--- config.mk ---
export PLATFORM = sky130hd
export DESIGN_NAME = bist_lfsr_misr_ctrl
export DESIGN_NICKNAME = d
export VERILOG_FILES = /design/src/rtl/bist_lfsr_misr_ctrl.sv
export SDC_FILE = /design/constraint.sdc
export NUM_CORES = 1
export LEC_CHECK = 0
export ABC_CLOCK_PERIOD_IN_PS = 3800
export CORE_MARGIN = 2
export CORE_UTILIZATION = 45
export CTS_CLUSTER_SIZE = 40
export DETAILED_ROUTE_END_ITERATION = 12
export MAX_ROUTING_LAYER = met4
export PLACE_DENSITY = 0.69
export SYNTH_ARGS = -nofsm -noshare
export SYNTH_HDL_FRONTEND = slang
export SYNTH_SLANG_ARGS = --single-unit
export TNS_END_PERCENT = 30
--- constraint.sdc ---
create_clock -name CLK -period 3.8 [get_ports CLK]
set_clock_uncertainty 0.2 [all_clocks]
set_input_delay 0.76 -clock CLK [delete_from_list [all_inputs] [get_ports CLK]]
set_output_delay 0.76 -clock CLK [all_outputs]
set_load 0.02 [all_outputs]
--- src/rtl/bist_lfsr_misr_ctrl.sv ---
// Logic BIST controller. A Galois LFSR drives the external CUT, and a MISR compacts the CUT responses.
// The final signature is then shifted out MSB first and compared against a golden value.
module bist_lfsr_misr_ctrl #(
  parameter int unsigned       WIDTH        = 8,
  parameter logic [WIDTH-1:0]  LFSR_POLY    = 8'h1D,
  parameter logic [WIDTH-1:0]  MISR_POLY    = 8'h1D,
  parameter logic [WIDTH-1:0]  LFSR_SEED    = 8'h01,
  parameter int unsigned       NUM_PATTERNS = 14,
  parameter logic [WIDTH-1:0]  GOLDEN_SIG   = 8'h00
) (
  input  logic             CLK,
  input  logic             RSTn,
  input  logic             start,
  input  logic             abort,
  output logic [WIDTH-1:0] cut_in,
  input  logic [WIDTH-1:0] cut_resp,
  output logic             test_en,
  output logic             busy,
  output logic             sign_ser,
  output logic [WIDTH-1:0] signature,
  output logic             done,
  output logic             pass
);

  localparam int unsigned PAT_W = (NUM_PATTERNS > 1) ? $clog2(NUM_PATTERNS) : 1;
  localparam int unsigned BIT_W = $clog2(WIDTH);
  // An all-zero seed would lock the LFSR at zero.
  localparam logic [WIDTH-1:0] SEED = (LFSR_SEED == '0) ? WIDTH'(1) : LFSR_SEED;
  localparam logic [PAT_W-1:0] PAT_LAST = PAT_W'(NUM_PATTERNS - 1);
  localparam logic [BIT_W-1:0] BIT_LAST = BIT_W'(WIDTH - 1);

  typedef enum logic [1:0] {S_IDLE, S_RUN, S_SHIFT, S_DONE} state_e;

  state_e           state_q, state_d;
  logic [WIDTH-1:0] lfsr_q, lfsr_d;
  logic [WIDTH-1:0] misr_q, misr_d;
  logic [WIDTH-1:0] shreg_q, shreg_d;
  logic [WIDTH-1:0] sig_q, sig_d;
  logic [PAT_W-1:0] pat_cnt_q, pat_cnt_d;
  logic [BIT_W-1:0] bit_cnt_q, bit_cnt_d;
  logic [WIDTH-1:0] lfsr_step, misr_step;

  always_comb begin
    lfsr_step = {lfsr_q[WIDTH-2:0], 1'b0} ^ (lfsr_q[WIDTH-1] ? LFSR_POLY : '0);
    misr_step = {misr_q[WIDTH-2:0], 1'b0} ^ (misr_q[WIDTH-1] ? MISR_POLY : '0) ^ cut_resp;
  end

  always_comb begin
    state_d   = state_q;
    lfsr_d    = lfsr_q;
    misr_d    = misr_q;
    shreg_d   = shreg_q;
    sig_d     = sig_q;
    pat_cnt_d = pat_cnt_q;
    bit_cnt_d = bit_cnt_q;
    unique case (state_q)
      S_IDLE, S_DONE: begin
        if (start) begin
          state_d   = S_RUN;
          lfsr_d    = SEED;
          misr_d    = '0;
          pat_cnt_d = '0;
        end
      end
      S_RUN: begin
        if (abort) begin
          state_d = S_IDLE;
        end else begin
          lfsr_d    = lfsr_step;
          misr_d    = misr_step;
          pat_cnt_d = pat_cnt_q + 1'b1;
          if (pat_cnt_q == PAT_LAST) begin
            state_d   = S_SHIFT;
            sig_d     = misr_step;
            shreg_d   = misr_step;
            bit_cnt_d = '0;
            pat_cnt_d = '0;
          end
        end
      end
      S_SHIFT: begin
        if (abort) begin
          state_d = S_IDLE;
        end else begin
          shreg_d   = {shreg_q[WIDTH-2:0], 1'b0};
          bit_cnt_d = bit_cnt_q + 1'b1;
          if (bit_cnt_q == BIT_LAST) begin
            state_d = S_DONE;
          end
        end
      end
      default: state_d = S_IDLE;
    endcase
  end

  always_ff @(posedge CLK) begin
    if (!RSTn) begin
      state_q   <= S_IDLE;
      lfsr_q    <= SEED;
      misr_q    <= '0;
      shreg_q   <= '0;
      sig_q     <= '0;
      pat_cnt_q <= '0;
      bit_cnt_q <= '0;
    end else begin
      state_q   <= state_d;
      lfsr_q    <= lfsr_d;
      misr_q    <= misr_d;
      shreg_q   <= shreg_d;
      sig_q     <= sig_d;
      pat_cnt_q <= pat_cnt_d;
      bit_cnt_q <= bit_cnt_d;
    end
  end

  always_comb begin
    cut_in    = (state_q == S_RUN) ? lfsr_q : '0;
    test_en   = (state_q == S_RUN);
    busy      = (state_q == S_RUN) || (state_q == S_SHIFT);
    sign_ser  = (state_q == S_SHIFT) ? shreg_q[WIDTH-1] : 1'b0;
    signature = sig_q;
    done      = (state_q == S_DONE);
    pass      = (state_q == S_DONE) && (sig_q == GOLDEN_SIG);
  end

endmodule

Word-level counts from Yosys, hierarchy flattened. Index checks and enable logic that the tools add are counted.

Register bits: 41. Bits in latches: 0. Bits in writable memories: 0. ROM bits: 0. Bits of input ports: 12. Output and inout bits: 21. Logic and storage cells: 63. Memories: 0.

Add/subtract/negate cells: 2. Multiply operators: 0. Div/mod/pow operators: 0. $lt $le $gt $ge: 0. Equal/unequal tests: 11. Shifts and indexed selects: 0. Mux-type cells: 28. Bitwise operators: 4. Reduce and logical (&&, ||, !) cells: 11.

Operator list (number): 2-to-1 mux 8 bit (8); one-hot mux 8 bit (2 select lines) (3); XOR 8 x 5 -> 8 bit (2); 2-to-1 mux 4 bit (3); 2-to-1 mux 2 bit (5); 2-to-1 mux 5 bit (2); 2-to-1 mux 3 bit (3); AND reduction 3 bit (3); zero test 8 bit (1); one-hot mux 4 bit (2 select lines) (1); XOR 8 bit (1); inequality test 2 bit, second input constant (3); one-hot mux 2 bit (3 select lines) (1); one-hot mux 3 bit (2 select lines) (1); adder 4 x 1 -> 4 bit, second input constant (1); equality test 2 bit, second input constant (2); equality test 4 bit, second input constant (1); AND reduction 4 bit (1); nonzero test 2 bit (2); adder 3 x 1 -> 3 bit, second input constant (1); equality test 3 bit, second input constant (1); inequality test 3 x 2 -> 1 bit, second input constant (1); inequality test 3 bit, second input constant (1); equality test 2 x 1 -> 1 bit, second input constant (1); 7 further kinds (7).

Depth between registers and ports, before layout. Gate-level depths: netlist of run 1.

Depth in word-level cells: 6. Depth in mapped cells: 8. Mapped depth without buffers: 6.

Least setup slack after synthesis of run 1. OpenSTA, ideal clock, no wires.

Kind: flip-flop to output port. Start: reg state_q[1]. End: out cut_in[1]. Arrival: 1410 ps. Data required time: 2840 ps. Setup slack: 1430 ps. Stages on the path, launching flop included: 7. Path buffers: 3. Cell sequence: dfxtp_1 -> inv_1 -> ha_1 -> buf_4 -> buf_2 -> buf_2 -> and2_1.

Word-level cells in the longest chain between the ends: 2.

RTL lines: start: declaration (line 34) `state_e state_q, state_d;`; start signal: assignment (line 106) `state_q <= state_d;`; equality test 2 x 1 -> 1 bit; via test_en (line 17) `output logic test_en,`; 2-to-1 mux 8 bit (line 117) `cut_in = (state_q == S_RUN) ? lfsr_q : '0;`; end: declaration (line 15) `output logic [WIDTH-1:0] cut_in,`.

The timed path passes the listed nets, and every way through them passes these cells.

Worst setup path in the final report of run 1.
Start: reg state_q[0]. End: out sign_ser.

Word-level cells in the longest chain between the ends: 2.

RTL lines: equality test 2 bit (line 120) `sign_ser = (state_q == S_SHIFT) ? shreg_q[WIDTH-1] : 1'b0;`; 2-to-1 mux 1 bit (line 120); end: declaration (line 19) `output logic sign_ser,`.

No other way between the ends.

==> results of run 1 <==
## registers in the layout (all words and copies together), names as in the netlist
register and count:
bit_cnt_q 3, signature 8, lfsr_q 8, state_q 2, shreg_q 8, pat_cnt_q 4, misr_q 8
## area by class of cell
cell class	count	area (sq um)
Fill cell	406	1920
Multi-Input combinational cell	169	1070
Sequential cell	41	821
Timing Repair Buffer	35	343
Clock buffer	5	68.8
Tap cell	52	65.1
Clock inverter	3	43.8
Inverter	5	18.8
## stage by stage
step	area [sq um]	hold WS [ns]	worst slack [ns]	cells	total power [uW]
finish	2430	0.254	0.738	310	995
detailed placement	2320	0.243	1.04	302	645
CTS	2430	0.256	0.713	310	1000
global route	2430	0.280	0.570	310	1040
floorplan	2040	0.227	1.43	237	597
global placement	2320	0.240	1.07	302	645
## power by group
part	total (uW)	internal, uW	switching [uW]
clock network	360	197	163
logic	182	68.1	114
registers	454	442	11.2
total	995	707	288
## worst max-delay path by stage
stage	startpoint	endpoint	slack, ns	depth (start not counted)
floorplan	state_q[1]$_SDFFE_PN0P_	cut_in[1]	1.43	6
global placement	state_q[0]$_SDFFE_PN0P_	sign_ser	1.07	4
detailed placement	state_q[0]$_SDFFE_PN0P_	sign_ser	1.04	4
CTS	state_q[0]$_SDFFE_PN0P_	sign_ser	0.71	4
global route	state_q[0]$_SDFFE_PN0P_	sign_ser	0.57	4
finish	state_q[0]$_SDFFE_PN0P_	sign_ser	0.74	4
## layout by cell type, fill, tap and decap left out, types with 4 or more instances in the layout
master / n
nand2_1: 34
clkbuf_8: 5
ha_1: 7
nor2_1: 9
nand4b_1: 4
nor3_1: 6
and2_1: 9
inv_1: 5
dfxtp_1: 41
nand3_1: 13
nand2b_1: 7
o21ai_0: 14
o211ai_1: 4
o2111ai_1: 5
xor2_1: 11
o211a_1: 4
clkdlybuf4s50_1: 32
a21oi_1: 12
## cell families after synthesis
| family | count (synthesis) | synth area share (%) |
|---|---|---|
| compound gates | 51 | 17.2 |
| xor+xnor | 14 | 6.02 |
| fa+ha+maj | 7 | 4.30 |
| buf+inv | 27 | 7.24 |
| flops | 41 | 40.3 |
| mux | 1 | 0.491 |
| simple gates | 96 | 24.5 |
## metal layers
layer,track usage [%],vias to the layer above
met2,26.9,42
li1,-,863
met3,3.80,7
met5,-,-
met1,25.7,758
met4,5.66,0
## critical path, delay by kind of cell (launching register included)
| kind | cells | cell delay [ns] |
|---|---|---|
| flops | 1 | 0.34 |
| fa+ha+maj | 1 | 0.60 |
| buf+inv | 2 | 0.66 |
| simple gates | 1 | 0.21 |
==> impl_metrics.prom, run 1 <==
# TYPE chip_impl_metric gauge
chip_impl_info{name="outcome",value="completed"} 1
chip_impl_metric{name="finalCritPeriodShare",unit="%"} 80.6
chip_impl_metric{name="p_leak",unit="uW"} 0.000905
chip_impl_metric{name="max_cap_viol_count",unit=""} 0
chip_impl_metric{name="grt_pass1_vias",unit=""} 1458
chip_impl_metric{name="grt_max_degree",unit=""} 33
chip_impl_metric{name="met3WireLength",unit="um"} 188
chip_impl_metric{name="viasPerCell",unit=""} 5.39
chip_impl_metric{name="timing.slew.headroom",unit="%"} 44.7
chip_impl_metric{name="via_count",unit=""} 1670
chip_impl_metric{name="synth_area_per_cell",unit="sq um"} 8.60
chip_impl_metric{name="number_of_synthesized_flops_with_an_enable_pin",unit=""} 0
chip_impl_metric{name="tightest_slew",unit="ns"} 0.829
chip_impl_metric{name="pwr_density_cell",unit="nW/um^2"} 410
chip_impl_metric{name="grt_use_total",unit="%"} 18.4
chip_impl_info{name="crit_path_cells",value="inv_1, ha_1, and2_1, clkdlybuf4s50_1"} 1
chip_impl_metric{name="highest_net_fanout_along_the_worst_path",unit=""} 22
chip_impl_info{name="postSynth.topFlopCell",value="dfxtp_1"} 1
chip_impl_metric{name="diodes",unit=""} 0
chip_impl_info{name="worstReg2RegEnd",value="shreg_q[3]$_SDFFE_PN0P_"} 1
chip_impl_metric{name="max_stage_delay",unit="ns"} 0.60
chip_impl_info{name="most_common_library_cells_after_synthesis",value="dfxtp_1, nand2_1, o21ai_0"} 1
chip_impl_metric{name="synth_largest_type_area_fraction",unit="%"} 40.3
chip_impl_metric{name="io_pins",unit=""} 33
chip_impl_metric{name="count_of_distinct_cell_types_in_the_synthesized_netlist",unit=""} 38
chip_impl_metric{name="setup_viol",unit=""} 0
chip_impl_metric{name="final_weighted_congestion_in_routability_driven_placement",unit=""} 0.812
chip_impl_info{name="timing.rr.start",value="state_q[0]$_SDFFE_PN0P_"} 1
chip_impl_metric{name="global_route_wire_length_before_repair",unit="mm"} 7.22
chip_impl_info{name="clock_root_buffer",value="clkbuf_8"} 1
chip_impl_metric{name="synth_area",unit="sq um"} 2040
chip_impl_metric{name="async_reset_ff_share",unit="%"} 0
chip_impl_metric{name="floorplan.die.width",unit="um"} 71.3
chip_impl_metric{name="critPathRequiredTime",unit="ns"} 2.84
chip_impl_metric{name="cts-hold-fix-buffers",unit=""} 0
chip_impl_info{name="worst_hold_path.endpoint",value="shreg_q[7]$_SDFFE_PN0P_"} 1
chip_impl_metric{name="h-tree-depth",unit=""} 2
chip_impl_metric{name="critical_path_arrival",unit="ns"} 2.10
chip_impl_info{name="synthDominantAreaCellType",value="dfxtp_1"} 1
chip_impl_info{name="synth.most_common_cell",value="dfxtp_1"} 1
chip_impl_metric{name="initial_utilization",unit="%"} 46.8
chip_impl_metric{name="coreArea",unit="sq um"} 4350
chip_impl_info{name="topRoutingLayerUsed",value="met4"} 1
chip_impl_metric{name="drt-wirelength-per-cell",unit="um"} 13.8
chip_impl_metric{name="final_max_slew_viol_count",unit=""} 0
chip_impl_metric{name="worst_hold_path.num_cells",unit=""} 2
chip_impl_metric{name="layout-drive-gt1-share",unit="%"} 6.59
chip_impl_metric{name="port_buffers",unit=""} 32
chip_impl_metric{name="grt_overflow",unit=""} 0
chip_impl_metric{name="post-route-util",unit="%"} 55.8
chip_impl_metric{name="cts_setup_buffers",unit=""} 0
chip_impl_metric{name="max-vdd-ir-drop",unit="V"} 0.000308
chip_impl_info{name="rsz0062_at_grt",value="false"} 1
chip_impl_metric{name="routed_wirelength",unit="mm"} 4.27
chip_impl_metric{name="worstRegToRegCells",unit=""} 6
chip_impl_metric{name="clock_pin_slew_on_the_worst_setup_and_hold_paths",unit="ns"} 0.07
chip_impl_metric{name="tritoncts.num_buffers",unit=""} 5
chip_impl_metric{name="areaGrowthSynthToFinish",unit="%"} 19.2
chip_impl_metric{name="dr_wl_met2",unit="mm"} 1.90
chip_impl_metric{name="yosysSeqAreaShare",unit="%"} 40.3
chip_impl_metric{name="detail_route.drc_violations",unit=""} 0
chip_impl_info{name="min_from",value="shreg_q[7]$_SDFFE_PN0P_"} 1
chip_impl_metric{name="drt-initial-drc-count",unit=""} 96
chip_impl_metric{name="die_area",unit="sq um"} 5080
chip_impl_metric{name="post_cts_resize_count",unit=""} 0
chip_impl_metric{name="placementRows",unit=""} 24
chip_impl_metric{name="achievable-frequency",unit="MHz"} 327
chip_impl_metric{name="worstSkewPairLatency",unit="ns"} 0.30
chip_impl_metric{name="route.antenna.remaining_nets",unit=""} 0
chip_impl_metric{name="synth-warning-count",unit=""} 0
chip_impl_info{name="yosys-top-cells-area",value="dfxtp_1, nand2_1, xor2_1"} 1
chip_impl_metric{name="ctsLongestPathBuffers",unit=""} 2
chip_impl_metric{name="place.detailed.hpwl",unit="mm"} 2.83
chip_impl_metric{name="flip_flop_and_latch_count_after_synthesis",unit=""} 41
chip_impl_metric{name="timing_hold_violations_final",unit=""} 0
chip_impl_metric{name="first_pass_iters",unit=""} 4
chip_impl_metric{name="reg2reg_slack",unit="ns"} 1.06
chip_impl_info{name="cts_tree",value="built"} 1
chip_impl_metric{name="die_h",unit="um"} 71.3
chip_impl_metric{name="cts_sinks",unit=""} 41
chip_impl_metric{name="layout_min_cycle_time",unit="ns"} 3.06
chip_impl_info{name="worst_setup_path_start_kind",value="register"} 1
chip_impl_metric{name="wirelength_met1",unit="mm"} 2.13
chip_impl_info{name="setup.worst_path.class",value="reg -> out"} 1
chip_impl_metric{name="nNetsFinal",unit=""} 276
chip_impl_metric{name="post_synth_inst_count",unit=""} 237
chip_impl_info{name="holdCritPathClass",value="reg -> reg"} 1
chip_impl_metric{name="syn_nets",unit=""} 256
chip_impl_info{name="timing.critical_path.to_type",value="primary output"} 1
chip_impl_metric{name="initial_antenna_violation_count",unit=""} 0
chip_impl_metric{name="setup-tns-final",unit="ns"} 0
chip_impl_info{name="crit_path_top_delay_cell",value="ha_1"} 1
(Power assumes the default switching activity.)
==> run 2, diff against run 1 <==
- ABC_CLOCK_PERIOD_IN_PS: 3800 -> 2910
- clock period: 3.8 -> 2.91 ns (I/O delays scaled with it)
==> run 2 against run 1 <==
Compared with the run above: via count rose by 0.60%; combinational power rose by 31%; clock power rose by 21%; highest routed layer unchanged; sequential share of layout area fell by 0.12 points; count of clock-buffer cells in the layout did not move; critical path depth did not move; routed wire length rose by 0.33%; critical endpoint is now pass.
==> impl_metrics.prom, run 2 (same netlist as run 1, synthesis figures left out) <==
# TYPE chip_impl_metric gauge
chip_impl_info{name="outcome",value="completed"} 1
chip_impl_metric{name="die_area",unit="sq um"} 5080
chip_impl_metric{name="cts-hold-fix-buffers",unit=""} 0
chip_impl_metric{name="max-vdd-ir-drop",unit="V"} 0.000238
chip_impl_metric{name="timing.slew.headroom",unit="%"} 50.5
chip_impl_metric{name="routed_wirelength",unit="mm"} 4.28
chip_impl_metric{name="nNetsFinal",unit=""} 278
chip_impl_metric{name="max_cap_viol_count",unit=""} 0
chip_impl_metric{name="viasPerCell",unit=""} 5.40
chip_impl_metric{name="route.antenna.remaining_nets",unit=""} 0
chip_impl_metric{name="post_cts_resize_count",unit=""} 0
chip_impl_metric{name="drt-wirelength-per-cell",unit="um"} 13.8
chip_impl_metric{name="critical_path_arrival",unit="ns"} 1.99
chip_impl_info{name="holdCritPathClass",value="reg -> reg"} 1
chip_impl_metric{name="pwr_density_cell",unit="nW/um^2"} 520
chip_impl_metric{name="port_buffers",unit=""} 32
chip_impl_metric{name="wirelength_met1",unit="mm"} 1.99
chip_impl_metric{name="grt_max_degree",unit=""} 32
chip_impl_metric{name="via_count",unit=""} 1680
chip_impl_metric{name="drt-initial-drc-count",unit=""} 90
chip_impl_metric{name="layout_min_cycle_time",unit="ns"} 2.77
chip_impl_info{name="topRoutingLayerUsed",value="met4"} 1
chip_impl_metric{name="placementRows",unit=""} 24
chip_impl_metric{name="global_route_wire_length_before_repair",unit="mm"} 7.30
chip_impl_metric{name="grt_pass1_vias",unit=""} 1531
chip_impl_metric{name="fill_count",unit=""} 418
chip_impl_info{name="crit_path_top_delay_cell",value="clkdlybuf4s50_1"} 1
chip_impl_metric{name="timing.critical_path.buf_inv",unit=""} 1
chip_impl_info{name="layout.cells.most_common_list",value="dfxtp_1, nand2_1, clkdlybuf4s50_1"} 1
chip_impl_info{name="worst_setup_path_start_kind",value="register"} 1
chip_impl_metric{name="initial_utilization",unit="%"} 46.8
chip_impl_metric{name="max_stage_delay",unit="ns"} 0.66
chip_impl_metric{name="timing_hold_violations_final",unit=""} 0
chip_impl_info{name="path_delay_family",value="simple AND/OR/NAND/NOR gates"} 1
chip_impl_metric{name="h-tree-depth",unit=""} 2
chip_impl_metric{name="critPathRequiredTime",unit="ns"} 2.13
chip_impl_info{name="critical_path.most_common_cell",value="nor4_1"} 1
chip_impl_metric{name="grt_overflow",unit=""} 0
chip_impl_metric{name="achievable-frequency",unit="MHz"} 361
chip_impl_metric{name="first_pass_iters",unit=""} 4
chip_impl_metric{name="io_pins",unit=""} 33
chip_impl_info{name="timing.critical_path.to_type",value="primary output"} 1
chip_impl_metric{name="layout-drive-gt1-share",unit="%"} 7.34
chip_impl_metric{name="cts_sinks",unit=""} 41
chip_impl_metric{name="floorplan.die.width",unit="um"} 71.3
chip_impl_metric{name="worstSkewPairLatency",unit="ns"} 0.29
chip_impl_info{name="setup.worst_path.class",value="reg -> out"} 1
chip_impl_info{name="cts_tree",value="built"} 1
chip_impl_metric{name="final_weighted_congestion_in_routability_driven_placement",unit=""} 0.777
chip_impl_metric{name="diodes",unit=""} 0
chip_impl_info{name="rsz0062_at_grt",value="false"} 1
chip_impl_metric{name="coreArea",unit="sq um"} 4350
chip_impl_metric{name="setup-tns-final",unit="ns"} 0
chip_impl_metric{name="tritoncts.num_buffers",unit=""} 5
chip_impl_metric{name="cts_setup_buffers",unit=""} 0
chip_impl_metric{name="p_leak",unit="uW"} 0.000910
chip_impl_metric{name="tightest_slew",unit="ns"} 0.742
chip_impl_metric{name="highest_net_fanout_along_the_worst_path",unit=""} 3
chip_impl_metric{name="die_h",unit="um"} 71.3
chip_impl_metric{name="initial_antenna_violation_count",unit=""} 0
chip_impl_metric{name="areaGrowthSynthToFinish",unit="%"} 19.6
chip_impl_metric{name="grt_use_total",unit="%"} 18.6
chip_impl_metric{name="final_max_slew_viol_count",unit=""} 0
chip_impl_info{name="crit_path_cells",value="nor4_1, nand3b_1, nor4_1, clkdlybuf4s50_1"} 1
chip_impl_metric{name="finalCritPeriodShare",unit="%"} 95.3
chip_impl_metric{name="final-instance-count-excl-fill",unit=""} 311
chip_impl_metric{name="dpl.cell_count",unit=""} 304
chip_impl_info{name="clock_root_buffer",value="clkbuf_8"} 1
chip_impl_metric{name="clock_pin_slew_on_the_worst_setup_and_hold_paths",unit="ns"} 0.08
chip_impl_metric{name="met3WireLength",unit="um"} 197
chip_impl_metric{name="dr_wl_met2",unit="mm"} 2.05
chip_impl_metric{name="ctsLongestPathBuffers",unit=""} 2
chip_impl_info{name="commonest_non_fill_non_tap_cell_in_the_layout",value="dfxtp_1"} 1
chip_impl_metric{name="detail_route.drc_violations",unit=""} 0
chip_impl_metric{name="place.detailed.hpwl",unit="mm"} 2.96
chip_impl_metric{name="setup_viol",unit=""} 0
[run 2: cell types whose count changed in the layout (fill, tap and decap cells not counted), sizes merged]
cell,before,now
buf,3,5
inv,6,5
[run 2: layer usage]
layer  GRT usage, %  vias to the layer above
met1           23.9                      765
met4           4.82                        0
met3           3.94                        5
met2           29.8                       45
li1               -                      865
met5              -                        -
[run 2: path summary, 6_finish.rpt]
check	to	from	depth (start not counted)	slack (ns)
worst max register to register	pat_cnt_q[0]$_SDFFE_PN0P_	state_q[0]$_SDFFE_PN0P_	6	0.77
worst min register to register	lfsr_q[5]$_SDFFE_PN0P_	lfsr_q[5]$_SDFFE_PN0P_	2	0.25
worst min-delay path	lfsr_q[5]$_SDFFE_PN0P_	lfsr_q[5]$_SDFFE_PN0P_	2	0.25
worst max-delay path	pass	signature[2]$_SDFFE_PN0P_	4	0.14
[run 2: stage by stage]
step                power (uW)  setup slack (ns)  area, sq um  hold WS [ns]  util, %
floorplan                  780             0.718         2040         0.227        -
detailed placement         844             0.435         2330         0.243     53.6
global route              1330            0.0735         2440         0.276     56.0
finish                    1270             0.138         2440         0.252     56.0
CTS                       1280             0.101         2440         0.256     55.9
global placement           842             0.446         2330         0.241     53.6
[run 2: area by class of cell]
cell class	count	area (sq um)	area share (%)
clock buffers	5	68.8	2.82
multi-input cells	169	1070	44.0
inverters	5	18.8	0.770
clock inverters	2	35.0	1.44
repair buffers	37	358	14.7
flip-flops and latches	41	821	33.7
well taps	52	65.1	2.67
[run 2: power by group]
part	internal (uW)	switching, uW	total, uW	leakage [uW]
logic	90.4	147	238	0.000525
clock network	249	188	437	0.0000540
registers	578	15.0	593	0.000331
total	917	350	1270	0.000910
[run 2: worst register-to-register path, delay by kind of cell, from the launching register on]
kind | cells | cell delay (ns)
AOI/OAI and AO/OA | 2 | 0.68
adders and majority gates | 1 | 0.36
buffers and inverters | 1 | 0.06
DFF | 1 | 0.38
and+or+nand+nor | 2 | 0.37
